--- config.mk ---
export PLATFORM = sky130hd
export DESIGN_NAME = fetch_ctrl
export DESIGN_NICKNAME = d
export VERILOG_FILES = /design/src/rtl/fetch_pkg.sv /design/src/rtl/fetch_predecode.sv /design/src/rtl/fetch_ctrl.sv
export SDC_FILE = /design/constraint.sdc
export NUM_CORES = 1
export LEC_CHECK = 0
export ABC_AREA = 1
export BUFFER_PORTS_ARGS = -buffer_cell sky130_fd_sc_hd__buf_2
export CAP_MARGIN = 10
export CORE_ASPECT_RATIO = 0.5
export CORE_MARGIN = 3
export CORE_UTILIZATION = 31
export CTS_BUF_LIST = sky130_fd_sc_hd__clkbuf_4
export CTS_CLUSTER_DIAMETER = 150
export DETAILED_ROUTE_END_ITERATION = 7
export PLACE_DENSITY = 0.67
export SYNTH_ARGS = -nofsm -noshare
export SYNTH_HDL_FRONTEND = slang
export SYNTH_SLANG_ARGS = --single-unit
--- constraint.sdc ---
create_clock -name Clk2 -period 1.4 [get_ports Clk2]
set_input_delay 0.07 -clock Clk2 [delete_from_list [all_inputs] [get_ports Clk2]]
set_output_delay 0.07 -clock Clk2 [all_outputs]
set_load 0.01 [all_outputs]
--- src/rtl/fetch_pkg.sv ---
// -----------------------------------------------------------------------------
// fetch_pkg
// Shared definitions for the instruction fetch controller:
//   - state_t   : 3-bit FSM state encoding
//   - JMP_OP / BR_OP / HLT_OP : default opcode values in instr[15:12]
//   - OPC_MSB / OPC_LSB       : opcode field position
//   - OFF_W                   : width of the relative word offset field
//   - opcode_of()             : extracts the opcode field from an instruction
// -----------------------------------------------------------------------------
package fetch_pkg;

  typedef enum logic [2:0] {
    ST_IDLE = 3'd0,
    ST_REQ  = 3'd1,
    ST_HOLD = 3'd2,
    ST_UPD  = 3'd3,
    ST_HALT = 3'd4
  } state_t;

  localparam logic [3:0] JMP_OP = 4'hC;
  localparam logic [3:0] BR_OP  = 4'hD;
  localparam logic [3:0] HLT_OP = 4'hF;

  localparam int OPC_MSB = 15;
  localparam int OPC_LSB = 12;
  localparam int OFF_W   = 12;

  function automatic logic [3:0] opcode_of(input logic [15:0] word);
    return word[OPC_MSB:OPC_LSB];
  endfunction

endpackage

--- src/rtl/fetch_predecode.sv ---
// -----------------------------------------------------------------------------
// fetch_predecode
// Combinational pre-decode of the instruction register for the PC update.
// Ports:
//   i_instr   [15:0]  instruction register contents
//   i_cond            branch condition from execute
//   o_is_jump         relative jump taken (JMP, or BR with i_cond=1)
//   o_is_halt         opcode is the halt opcode
//   o_offset  [11:0]  instr[11:0] when the jump is taken, else zero
// -----------------------------------------------------------------------------
module fetch_predecode #(
  parameter logic [3:0] JMP_OP = fetch_pkg::JMP_OP,
  parameter logic [3:0] BR_OP  = fetch_pkg::BR_OP,
  parameter logic [3:0] HLT_OP = fetch_pkg::HLT_OP
) (
  input  logic [15:0] i_instr,
  input  logic        i_cond,
  output logic        o_is_jump,
  output logic        o_is_halt,
  output logic [11:0] o_offset
);
  import fetch_pkg::*;

  logic [3:0] w_opc;

  assign w_opc     = opcode_of(i_instr);
  assign o_is_jump = (w_opc == JMP_OP) || ((w_opc == BR_OP) && i_cond);
  assign o_is_halt = (w_opc == HLT_OP);
  assign o_offset  = o_is_jump ? i_instr[OFF_W-1:0] : '0;

endmodule

--- src/rtl/fetch_ctrl.sv ---
// -----------------------------------------------------------------------------
// fetch_ctrl
// Instruction fetch controller: fetches one word at PC over a req/ready
// handshake, holds it for decode over a valid/ack handshake, then issues one
// updatePC strobe with pre-decoded jump/offset for the PC register.
// Build option: HALT_DETECT_EN - when defined, an acked HLT_OP instruction
// parks the controller in HALT (halted=1) until reset; otherwise HLT_OP is an
// ordinary PC+1 instruction and halted is tied to 0.
// Ports:
//   Clk2               clock, posedge
//   reset              asynchronous, active-high
//   PC        [15:0]   current program counter
//   mem_addr  [15:0]   instruction memory address (PC while requesting)
//   mem_req            fetch request
//   mem_ready          mem_rdata valid this cycle
//   mem_rdata [15:0]   fetched instruction word
//   instr     [15:0]   instruction register
//   instr_valid        instr valid for decode
//   instr_ack          decode accepts instr
//   cond               branch condition, used only in the update cycle
//   updatePC           one-cycle PC update strobe
//   jump               1: PC+offset, 0: PC+1
//   offset    [11:0]   two's-complement word offset
//   halted             controller is halted
// -----------------------------------------------------------------------------
module fetch_ctrl #(
  parameter logic [3:0] JMP_OP = fetch_pkg::JMP_OP,
  parameter logic [3:0] BR_OP  = fetch_pkg::BR_OP,
  parameter logic [3:0] HLT_OP = fetch_pkg::HLT_OP
) (
  input  logic        Clk2,
  input  logic        reset,
  input  logic [15:0] PC,
  output logic [15:0] mem_addr,
  output logic        mem_req,
  input  logic        mem_ready,
  input  logic [15:0] mem_rdata,
  output logic [15:0] instr,
  output logic        instr_valid,
  input  logic        instr_ack,
  input  logic        cond,
  output logic        updatePC,
  output logic        jump,
  output logic [11:0] offset,
  output logic        halted
);
  import fetch_pkg::*;

  state_t      r_state;
  state_t      w_next;
  logic [15:0] r_instr;
  logic        w_is_jump;
  logic        w_is_halt;
  logic [11:0] w_offset;

  fetch_predecode #(
    .JMP_OP (JMP_OP),
    .BR_OP  (BR_OP),
    .HLT_OP (HLT_OP)
  ) u_predecode (
    .i_instr   (r_instr),
    .i_cond    (cond),
    .o_is_jump (w_is_jump),
    .o_is_halt (w_is_halt),
    .o_offset  (w_offset)
  );

`ifndef HALT_DETECT_EN
  logic w_unused_halt;
  assign w_unused_halt = w_is_halt;
`endif

  always_ff @(posedge Clk2 or posedge reset) begin
    if (reset) r_state <= ST_IDLE;
    else       r_state <= w_next;
  end

  // The register only loads in REQ, so mem_ready/mem_rdata outside REQ
  // can never disturb the word decode is looking at.
  always_ff @(posedge Clk2 or posedge reset) begin
    if (reset)                                r_instr <= 16'h0000;
    else if ((r_state == ST_REQ) && mem_ready) r_instr <= mem_rdata;
  end

  assign instr = r_instr;

  always_comb begin
    w_next      = r_state;
    mem_req     = 1'b0;
    mem_addr    = 16'h0000;
    instr_valid = 1'b0;
    updatePC    = 1'b0;
    jump        = 1'b0;
    offset      = 12'h000;
    halted      = 1'b0;
    case (r_state)
      ST_IDLE: w_next = ST_REQ;
      ST_REQ: begin
        // PC has already been updated at the previous UPD edge, so the
        // address issued here is never stale.
        mem_req  = 1'b1;
        mem_addr = PC;
        if (mem_ready) w_next = ST_HOLD;
      end
      ST_HOLD: begin
        instr_valid = 1'b1;
        if (instr_ack) begin
`ifdef HALT_DETECT_EN
          w_next = w_is_halt ? ST_HALT : ST_UPD;
`else
          w_next = ST_UPD;
`endif
        end
      end
      ST_UPD: begin
        // cond feeds jump only here, so its value during HOLD is irrelevant.
        updatePC = 1'b1;
        jump     = w_is_jump;
        offset   = w_offset;
        w_next   = ST_REQ;
      end
`ifdef HALT_DETECT_EN
      ST_HALT: halted = 1'b1;
`endif
      default: w_next = ST_IDLE;
    endcase
  end

endmodule
# Yosys cells after proc, flatten, opt, wreduce, memory -nomap -nowiden
# Cells that the tools add are included.
dict set report classes {
  addsub 0
  multipliers 0
  n_div 0
  magnitude_cmp 0
  eq_ne 7
  shift 0
  mux 10
  bitwise 0
  reduce_logical 6
}
# op n
set op_table {}
lappend op_table {{12-bit two-way mux} 2}
lappend op_table {{16-bit two-way mux} 1}
lappend op_table {{3-bit one-hot mux with 3 select lines} 1}
lappend op_table {{4-bit == test, second input constant} 2}
lappend op_table {{3-bit by 2-bit == test with 1-bit output, second input constant} 2}
lappend op_table {{3-bit two-way mux} 2}
lappend op_table {{1-bit two-way mux} 4}
lappend op_table {{2-bit inequality test, second input constant} 2}
lappend op_table {{3-bit by 1-bit == test with 1-bit output, second input constant} 1}
lappend op_table {{3-bit logical NOT} 1}
lappend op_table {{1-bit logical AND} 2}
lappend op_table {{2-bit AND reduction} 1}
lappend op_table {{2-bit OR reduction} 1}
lappend op_table {{1-bit logical OR} 1}
dict set report word_totals {
  regBits 19
  latch_bits 0
  ramBits 0
  rom_bits 0
  in_bits 37
  output_inout_bits 49
  wordCells 25
  memories 0
}

# Depth between registers and ports, before layout
dict set report logic_depth {
  word_depth 5
  ltp_mapped 7
  ltp_nobuf 6
}

# Cells and area by module
# Synthesis repeated with hierarchy kept, for this count alone.
dict set report hier_totals {
  hier_cells 189
  area_unflattened_um2 1265.0
}
# module n_inst cells_per_inst area_per_inst_um2 seq_area_each_um2
set by_module_without_submodules {}
lappend by_module_without_submodules {fetch_ctrl 1 155 1096.1 450.4}
lappend by_module_without_submodules {fetch_predecode 1 34 168.9 0.0}

# Worst setup path before layout
# No wires, ideal clock.
dict set report synth_timing {
  kind {register to register}
  from {reg r_state[1]}
  to {reg r_instr[15], in the netlist instr[15]}
  setup_ns 0.120
  t_arrival_ns 1.062
  t_required_ns 1.280
  setup_slack_ns 0.217
  path_stages_with_launch 7
  n_path_buf 1
  period_less_slack_ns 1.183
  path_cell_list {dfrtp_1 -> inv_1 -> ha_1 -> nand2_2 -> buf_4 -> nor2_1 -> a21oi_1}
}
dict set report synth_via {
  elab_chain_len 2
}
# element line_no
set synth_rtl {}
lappend synth_rtl {{start, declared} fetch_ctrl.sv:49} ;# state_t r_state;
lappend synth_rtl {{start signal, assigned} fetch_ctrl.sv:75} ;# else r_state <= w_next;
lappend synth_rtl {{3-bit by 1-bit == test with 1-bit output} fetch_ctrl.sv:82} ;# else if ((r_state == ST_REQ) && mem_ready) r_instr <= mem_rdata;
lappend synth_rtl {{1-bit logical AND} fetch_ctrl.sv:82}
lappend synth_rtl {{end signal, assigned} fetch_ctrl.sv:82}
lappend synth_rtl {{end, declared} fetch_ctrl.sv:51} ;# logic [15:0] r_instr;
# No other way between the ends.
# A chain may end at the register's enable or synchronous reset.

# Worst setup path after layout
dict set report layout_timing {
  from {reg r_state[0]}
  to {out offset[2]}
}
dict set report layout_via {
  elab_chain_len 2
}
# element line_no
set layout_rtl {}
lappend layout_rtl {{3-bit by 2-bit == test with 1-bit output} fetch_ctrl.sv:96} ;# case (r_state)
lappend layout_rtl {{12-bit two-way mux} fetch_ctrl.sv:96}
lappend layout_rtl {{end, declared} fetch_ctrl.sv:44} ;# output logic [11:0] offset,
# No other way between the ends.

==> results.txt <==
status: complete, but fails checks
violated checks: setup timing
Worst Path Required: 1.33 ns
Crit. End Element: output pin
Via Count: 1116
Synth async-reset ratio: 100%
Clk pin slew, worst setup/hold paths: 0.09 ns
Post-Place Setup Slack: 0.0773 ns
first-pass GRT wire length: 4.15 mm
Clk pwr share: 8.7%
kind of critical path: reg -> out
synthesized net count: 184
area share of fa/ha/maj cells after synthesis: 3.69%
Inst Count DP: 261
post-synthesis mux area share: 0%
top cells by area, synth: dfrtp_1 (44%), inv_1 (14%), nand2_1 (11%)
Comb power frac: 60.7%
Final Cycle Share: 105%
R2R Setup Slk: 0.17 ns
final cell count without fillers: 272
reg2reg path depth: 6
cts bufs inserted: 3
Fill cells: 269
Final min period: 1.47 ns
Total Wirelength: 2.82 mm
Initial Util: 35.7%
xor/xnor share of the synthesized area: 0%
Max Clk Rate: 678 MHz
HP Class: in -> reg
Area growth syn-to-layout: 55.7%
Post-synth EDFFs: 0
H-Tree Depth: 1
DRT iter0 DRCs: 34
Mapped Cells: 144
Core Region: 0.00285 mm^2
most instantiated cells after synthesis: inv_1 (39), nand2_1 (30), nor2_1 (27)
reg2reg start: r_state[1]
Primary FF master, synth: dfrtp_1
top-count cell post-synth: inv_1
Peak VDD IR: 784 uV
worst rel slew slack: 55.8%
Final Skew: 0.00498 ns
Max Root-Sink Buffers: 2
hold_sp: mem_rdata[14]
root buffer cell: clkbuf_4
sequential area share after synthesis: 44.3%
wire per inst: 10.4 um
RePlAce Congestion: 0.679
IO buf count: 84
number of global-route vias before repair: 965
layout cells sized above 1: 44.7%
maximum fanout along the worst path: 7
chip height: 46.5 um
Synth area leader: dfrtp_1
layout net count: 276
Sw Pwr: 1.35 mW
final setup fails: 28
worst hold stages: 3
CP startpoint kind: flop
clock sinks: 18
detailed-route DRC error count: 0
GRT Util Overall: 13.3%
P_leak: 1.09 nW
grt ovf: 0
Synth Area in Simple Gates: 24.4%
sequential power share: 30.7%
share of the synthesized area in the top cell type: 44.3%
antenna-violating nets left: 0
RSZ-0062 raised after global routing: yes
Int Pwr: 1.62 mW
power density over the cells: 1870 mW/mm^2
Pre-antenna DRT Iters: 4
largest net degree at the start of global routing: 21
Worst Hold End: instr[14]
Netlist Area Pre-Place: 0.00102 mm^2
initial antenna violation count: 0
Synth Area in Compound Gates: 6.89%
CTS tree: yes
routed vias/inst: 4.10
final hold vios: 0
row cnt: 13
die width: 87.0 um
Switching Fraction: 45.5%
RR Endpoint: instr[8]
setup ws final: -0.0740 ns
Top Ports: 86
FF+latch count, synth: 18
maxcap violations: 0
Die ar.: 0.00405 mm^2
CP Data Arrival Time: 1.40 ns
Max Slew Vio Count: 0
clock insertion delay at the later pin of the skew report: 0.29 ns
Distinct cells, synth: 14
final antenna diode count: 0
Yosys warnings: 0
main combinational cell family by area after synthesis: simple AND/OR/NAND/NOR gates
Worst Tran Pin Value: 0.662 ns
syn_area_per_cell: 7.06 um^2
hpwl dp: 2.25 mm
-- layer usage --
layer / vias to the layer above / share of wire, % / global-route usage, %
met3: 2 / 4.2 / 3.21
met2: 21 / 54 / 25.6
met5: - / 0 / 0
met4: 0 / 0.28 / 2.80
li1: 590 / - / -
met1: 503 / 42 / 15.3
-- critical path: stages (launching register included) --
cell and delay [ns]:
dfrtp_1 0.39, ha_2 0.21, nand2_2 0.06, inv_4 0.08, nand3_4 0.12, nor2_2 0.12, buf_2 0.13
-- power by group through the flow --
stage / clock network (mW) / registers [mW] / logic, mW
floorplan: 0 / 1.01 / 0.914
global placement: 0 / 0.902 / 1.58
detailed placement: 0 / 0.914 / 1.61
CTS: 0.270 / 0.904 / 1.76
global route: 0.297 / 0.934 / 2.02
finish: 0.257 / 0.909 / 1.80
-- layout by cell type (no fill, tap or decap) --
cell type	count
buf_2	83
inv_1	37
nand2_1	29
nor2_1	23
dfrtp_1	18
a21oi_1	14
buf_4	5
nor2_2	3
clkbuf_4	3
dlygate4sd3_1	3
nand2_2	2
nand3_1	2
nand3_4	2
ha_2	2
buf_6	2
nor2_4	1
inv_4	1
inv_2	1
nand3b_1	1
ha_1	1
conb_1	1
clkinv_1	1
-- timing repair --
item | in CTS | in global routing
resized for setup | 11 | 6
pin swaps | 3 | 0
setup buffers | 2 | 0
setup endpoints to repair | 30 | 30
endpoints found under the hold margin | 18 | 2
hold buffers | 1 | 2
cloned | 1 | 1
-- per-stage QoR --
step	instance area (um^2)	setup TNS (ns)	utilization [%]	power [mW]	hold slack [ns]
3_5_place_dp	1450	0	50.8	2.52	0.198
2_1_floorplan	1020	0	-	1.93	0.00857
6_report	1580	-1.35	55.6	2.96	0.00642
5_1_grt	1580	-4.59	55.6	3.26	0.0124
4_1_cts	1540	-2.57	54.2	2.94	0.00205
3_3_place_gp	1450	0	50.8	2.48	0.202
-- layout make-up --
class / instances / area [um^2] / share of cell area [%]
Clock buffer: 3 / 22.5 / 1.42
Clock inverter: 1 / 3.75 / 0.237
Inverter: 39 / 149 / 9.40
Multi-Input combinational cell: 81 / 407 / 25.7
Sequential cell: 18 / 450 / 28.4
Tap cell: 37 / 46.3 / 2.92
Timing Repair Buffer: 93 / 505 / 31.9
-- kinds of logic (layout without fill, tap and decap cells) --
group,Yosys count,in the layout
and+or+nand+nor,62,63
buffers and inverters,46,136
DFF,18,18
AOI/OAI and AO/OA,14,14
adders and majority gates,3,3
other,1,1
-- how the worst max path moves through the flow --
stage                    start            to  slack (ns)  cells after the start
finish              r_state[0]     offset[2]       -0.07                      6
global route        r_state[0]     offset[4]       -0.20                      6
CTS                 r_state[1]  mem_addr[12]       -0.11                      6
detailed placement  r_state[0]     offset[2]        0.08                      6
global placement    r_state[0]     offset[6]        0.18                      6
floorplan           r_state[1]     instr[15]        0.22                      6
-- sequential cells by signal, summed over array words and instances, names as in the netlist --
name     count
r_state      2
instr       16
Note: power is estimated with default switching activity, not from simulation.
